==> src/rtl/sipo_deframer.sv <==
`default_nettype none
// ============================================================================
// Module      : sipo_deframer
// Description : Serial-in/parallel-out deserializer. Collects WIDTH qualified
//               bits into a word, presents it with a valid/ack handshake and
//               raises a sticky overrun flag if an unacknowledged word is
//               overwritten by a newer one.
// Revision    : 1.0 - initial release
// ============================================================================
module sipo_deframer #(
    parameter int WIDTH     = 8,
    parameter int MSB_FIRST = 1
) (
    input  logic                       clk,
    input  logic                       rst,        // asynchronous, active-low
    input  logic                       din,
    input  logic                       din_en,
    output logic [WIDTH-1:0]           dout,
    output logic                       dout_valid,
    input  logic                       dout_ack,
    output logic                       overrun,
    output logic [$clog2(WIDTH)-1:0]   bit_cnt
);

    localparam int CW = $clog2(WIDTH);
    localparam logic [CW-1:0] c_LAST_CNT = CW'(WIDTH - 1);

    logic [WIDTH-1:0] r_sr;
    logic [CW-1:0]    r_cnt;
    logic [WIDTH-1:0] r_dout;
    logic             r_valid;
    logic             r_overrun;

    logic [WIDTH-1:0] w_sr_next;
    logic             w_last;

    // Shift direction decides whether the first bit ends up in the MSB or LSB.
    generate
        if (MSB_FIRST != 0) begin : g_msb_first
            assign w_sr_next = {r_sr[WIDTH-2:0], din};
        end else begin : g_lsb_first
            assign w_sr_next = {din, r_sr[WIDTH-1:1]};
        end
    endgenerate

    // A qualified bit that arrives while WIDTH-1 bits are already held completes a word.
    assign w_last = din_en && (r_cnt == c_LAST_CNT);

    // Shift register and bit counter; both hold while din_en is low.
    always_ff @(posedge clk or negedge rst) begin
        if (!rst) begin
            r_sr  <= '0;
            r_cnt <= '0;
        end else if (din_en) begin
            r_sr <= w_sr_next;
            if (w_last) begin
                r_cnt <= '0;
            end else begin
                r_cnt <= r_cnt + CW'(1);
            end
        end
    end

    // Output word, handshake and sticky overrun. The word loaded on completion
    // is the next shift-register value, so it includes the bit sampled now.
    always_ff @(posedge clk or negedge rst) begin
        if (!rst) begin
            r_dout    <= '0;
            r_valid   <= 1'b0;
            r_overrun <= 1'b0;
        end else begin
            if (w_last) begin
                r_dout  <= w_sr_next;
                r_valid <= 1'b1;
                if (r_valid && !dout_ack) begin
                    r_overrun <= 1'b1;
                end
            end else if (dout_ack) begin
                r_valid <= 1'b0;
            end
        end
    end

    assign dout       = r_dout;
    assign dout_valid = r_valid;
    assign overrun    = r_overrun;
    assign bit_cnt    = r_cnt;

endmodule
`default_nettype wire

==> config.mk <==
export PLATFORM = sky130hd
export DESIGN_NAME = sipo_deframer
export DESIGN_NICKNAME = d
export VERILOG_FILES = /design/src/rtl/sipo_deframer.sv
export SDC_FILE = /design/constraint.sdc
export NUM_CORES = 1
export LEC_CHECK = 0
export ABC_CLOCK_PERIOD_IN_PS = 3500
export CAP_MARGIN = 20
export CELL_PAD_IN_SITES_DETAIL_PLACEMENT = 1
export CELL_PAD_IN_SITES_GLOBAL_PLACEMENT = 2
export CORE_MARGIN = 2
export CORE_UTILIZATION = 35
export DETAILED_ROUTE_END_ITERATION = 8
export PLACE_DENSITY_LB_ADDON = 0.12
export SETUP_SLACK_MARGIN = 0.2
export SLEW_MARGIN = 5
export SYNTH_ARGS = -nofsm -noshare
export SYNTH_HDL_FRONTEND = slang
export SYNTH_SLANG_ARGS = --single-unit
==> constraint.sdc <==
create_clock -name clk -period 3.5 [get_ports clk]
set_input_delay 0.35 -clock clk [delete_from_list [all_inputs] [get_ports clk]]
set_output_delay 0.35 -clock clk [all_outputs]
set_load 0.02 [all_outputs]
==> flow_metrics.py <==
metrics = {
    "clocking": {
        "cts_made_buffers": 3,
        "max-clock-path-buffers": 2,
        "clk_pin_slew_ns": 0.11,
        "clkLatencyLatePin_ns": 0.30,
        "ctsResizeCount": 0,
        "cts_tree": "done",
        "cts_setup_buffers": 0,
        "cts_hold_buf": 0,
        "cts_max_level": 1,
        "clockRootBuffer": "clkbuf_4",
        "cts_sinks": 20,
    },
    "floorplanning": {
        "io_pins": 18,
        "die_x_um": 50.8,
        "core_sq_um": 2020,
        "die_h_um": 50.8,
        "die-area_sq_um": 2580,
        "fp-row-count": 16,
        "start_util_pct": 37.9,
    },
    "power": {
        "worst_ir_drop_vdd_mv": 0.365,
        "p_total_mw": 0.887,
        "p_seq_share_pct": 41.1,
        "power_density_nw_per_um2": 873,
        "swShare_pct": 30.5,
        "pwr-share-comb_pct": 38.0,
        "switching_power_mw": 0.271,
        "p_leak_nw": 0.453,
        "intPower_mw": 0.616,
        "clkPwrFrac_pct": 21.0,
    },
    "sta": {
        "finalCritPeriodShare_pct": 48.1,
        "rsz0062_at_grt": "no",
        "worstMarginPinSlew_ns": 0.873,
        "whs_ns": 0.519,
        "fin_crit_ns": 1.68,
        "final.setup.tns_ns": 0,
        "finalHoldViolCount": 0,
        "drv_slew": 0,
        "fmax_mhz": 594,
        "setup_violations": 0,
        "finClkSkew_ns": 0.000694,
        "relSlewSlack_pct": 41.6,
    },
    "synth": {
        "yosysTopAreaCellShare_pct": 65.3,
        "synth_cell_types": 11,
        "ys.flop_type": "dfrtp_1",
        "synth-compound-area-share_pct": 1.79,
        "yosys.area_share.adder_pct": 3.26,
        "synthArstFlopShare_pct": 100,
        "avgSynthCellArea_sq_um": 16.0,
        "synth_commonest_cells": "dfrtp_1, mux2_2, ha_1, inv_1, nand2b_1",
        "ys_ff_latch": 20,
        "synth.most_common_cell": "dfrtp_1",
        "synthSimpleGateAreaFrac_pct": 2.94,
        "synthXorXnorAreaFrac_pct": 0,
        "syn_inst": 48,
        "synth_mux_area_share_pct": 24.8,
        "synth-seq-area-share_pct": 65.3,
        "syn-cell-area_sq_um": 767,
        "yosysWarnings": 0,
        "yosysTopAreaCell": "dfrtp_1",
        "synthesis.nets": 55,
        "synth_edf_count": 0,
        "synth_area_leaders": "dfrtp_1, mux2_2, ha_1",
        "synth_top_family_by_area": "multiplexers",
    },
    "job": {
        "drv_cap": 0,
    },
    "drt": {
        "drc": 0,
        "firstDrtPassIters": 1,
        "wirelength_um": 1320,
        "vias": 436,
        "vias_per_cell": 4.59,
        "drtIter0Drc": 0,
        "drtAntennaViolNets": 0,
        "drt-wirelength-per-cell_um": 13.9,
    },
    "setup_path": {
        "critical_path.top_delay_family": "buffers and inverters",
        "required_ns": 3.15,
        "crit_chain": "clkdlybuf4s50_1",
        "slowest_delay_ns": 0.62,
        "critPathArrivalTime_ns": 1.33,
        "start_kind": "register",
        "critPathBufInv": 1,
        "end_kind": "output pin",
        "path_class": "reg2out",
        "critPathMaxFanout": 3,
        "crit_slowest_cell": "clkdlybuf4s50_1",
    },
    "global_route": {
        "grt_max_degree": 21,
        "grt_use_total_pct": 12.1,
        "grt_pass1_wl_um": 2140,
        "antenna_found_initial": 0,
        "grt_pass1_vias": 461,
        "grt-ovfl-total": 0,
    },
    "placed_design": {
        "portBuffers": 17,
        "routabilityCongestion": 0.630,
        "dp_hpwl_um": 944,
        "dp.cells": 91,
    },
    "final_layout": {
        "final_cell_count_no_fill": 95,
        "finalNetCount": 76,
        "nFillCells": 210,
        "synthToLayoutAreaGrowth_pct": 32.5,
        "antennaDiodeCount": 0,
        "postLayoutCoreUtil_pct": 50.2,
        "layout-drive-gt1-share_pct": 30.9,
    },
    "run_status": {
        "status": "finished, final reports clean",
    },
    "worst_hold_path": {
        "hold_class": "reg2reg",
    },
}
==> layer usage <==
metal | global-route usage, % | wire, um
met1 | 16.0 | 627
met2 | 17.3 | 617
met3 | 3.51 | 52
met4 | 8.11 | 19
met5 | 0 | 0
==> registers in the layout (all words and copies together), names as in the netlist <==
name and flops:
dout 8, r_sr 7, bit_cnt 3, dout_valid 1
overrun 1
==> cell usage in the layout (no fill, tap or decap) <==
| cell | Yosys | routed |
|---|---|---|
| o22ai_1 | 1 | 1 |
| mux2i_1 | 1 | 1 |
| inv_1 | 2 | 2 |
| nand2b_1 | 2 | 2 |
| mux2_2 | 16 | 16 |
| ha_1 | 2 | 2 |
| clkdlybuf4s50_1 | 0 | 17 |
| dfrtp_1 | 20 | 20 |
| nand2_1 | 1 | 1 |
| clkbuf_4 | 0 | 3 |
| nand2_2 | 1 | 1 |
| o21bai_1 | 1 | 1 |
| bufinv_16 | 0 | 1 |
==> logic make-up after synthesis <==
| logic type | Yosys count |
|---|---|
| flip-flops | 20 |
| multiplexers | 17 |
| AND/OR/NAND/NOR | 4 |
| buffers and inverters | 3 |
| AO/OA/AOI/OAI | 2 |
| adder cells (fa/ha/maj) | 2 |
==> per-stage QoR <==
step	setup WS (ns)	area [sq um]
2_1_floorplan	2.01	767
3_3_place_gp	1.64	963
3_5_place_dp	1.62	963
4_1_cts	1.78	1020
5_1_grt	1.76	1020
6_report	1.82	1020
==> power groups by stage <==
stage | sequential (mW) | combinational, mW | clock (mW)
floorplan | 0.442 | 0.102 | 0
global placement | 0.370 | 0.333 | 0
detailed placement | 0.371 | 0.341 | 0
CTS | 0.366 | 0.343 | 0.196
global route | 0.378 | 0.359 | 0.205
finish | 0.364 | 0.337 | 0.186
==> worst register-to-register path: stages (launching register included) <==
cell and delay [ns]:
dfrtp_1 0.43, ha_1 0.21, ha_1 0.20, nand2_2 0.21, mux2_2 0.38
==> layout make-up <==
type | count | area (sq um) | share of cell area (%)
clock buffers | 3 | 22.5 | 2.22
clock inverters | 1 | 30.0 | 2.96
inverters | 2 | 7.51 | 0.739
multi-input cells | 25 | 251 | 24.8
flip-flops and latches | 20 | 500 | 49.3
well taps | 27 | 33.8 | 3.33
repair buffers | 17 | 170 | 16.7
==> worst paths after layout <==
check | start | endpoint | slack (ns) | cells after the start
setup / recovery | bit_cnt[0] | bit_cnt[0] | 1.82 | 1
hold / removal | dout[5] | dout[5] | 0.52 | 1
setup reg to reg | bit_cnt[0] | dout[1] | 1.97 | 4
hold reg to reg | dout[5] | dout[5] | 0.52 | 1
max in group asynchronous | rst | dout[1] | 2.44 | 1
min in group asynchronous | rst | r_sr[6] | 0.53 | 1
(Power assumes the default switching activity.)
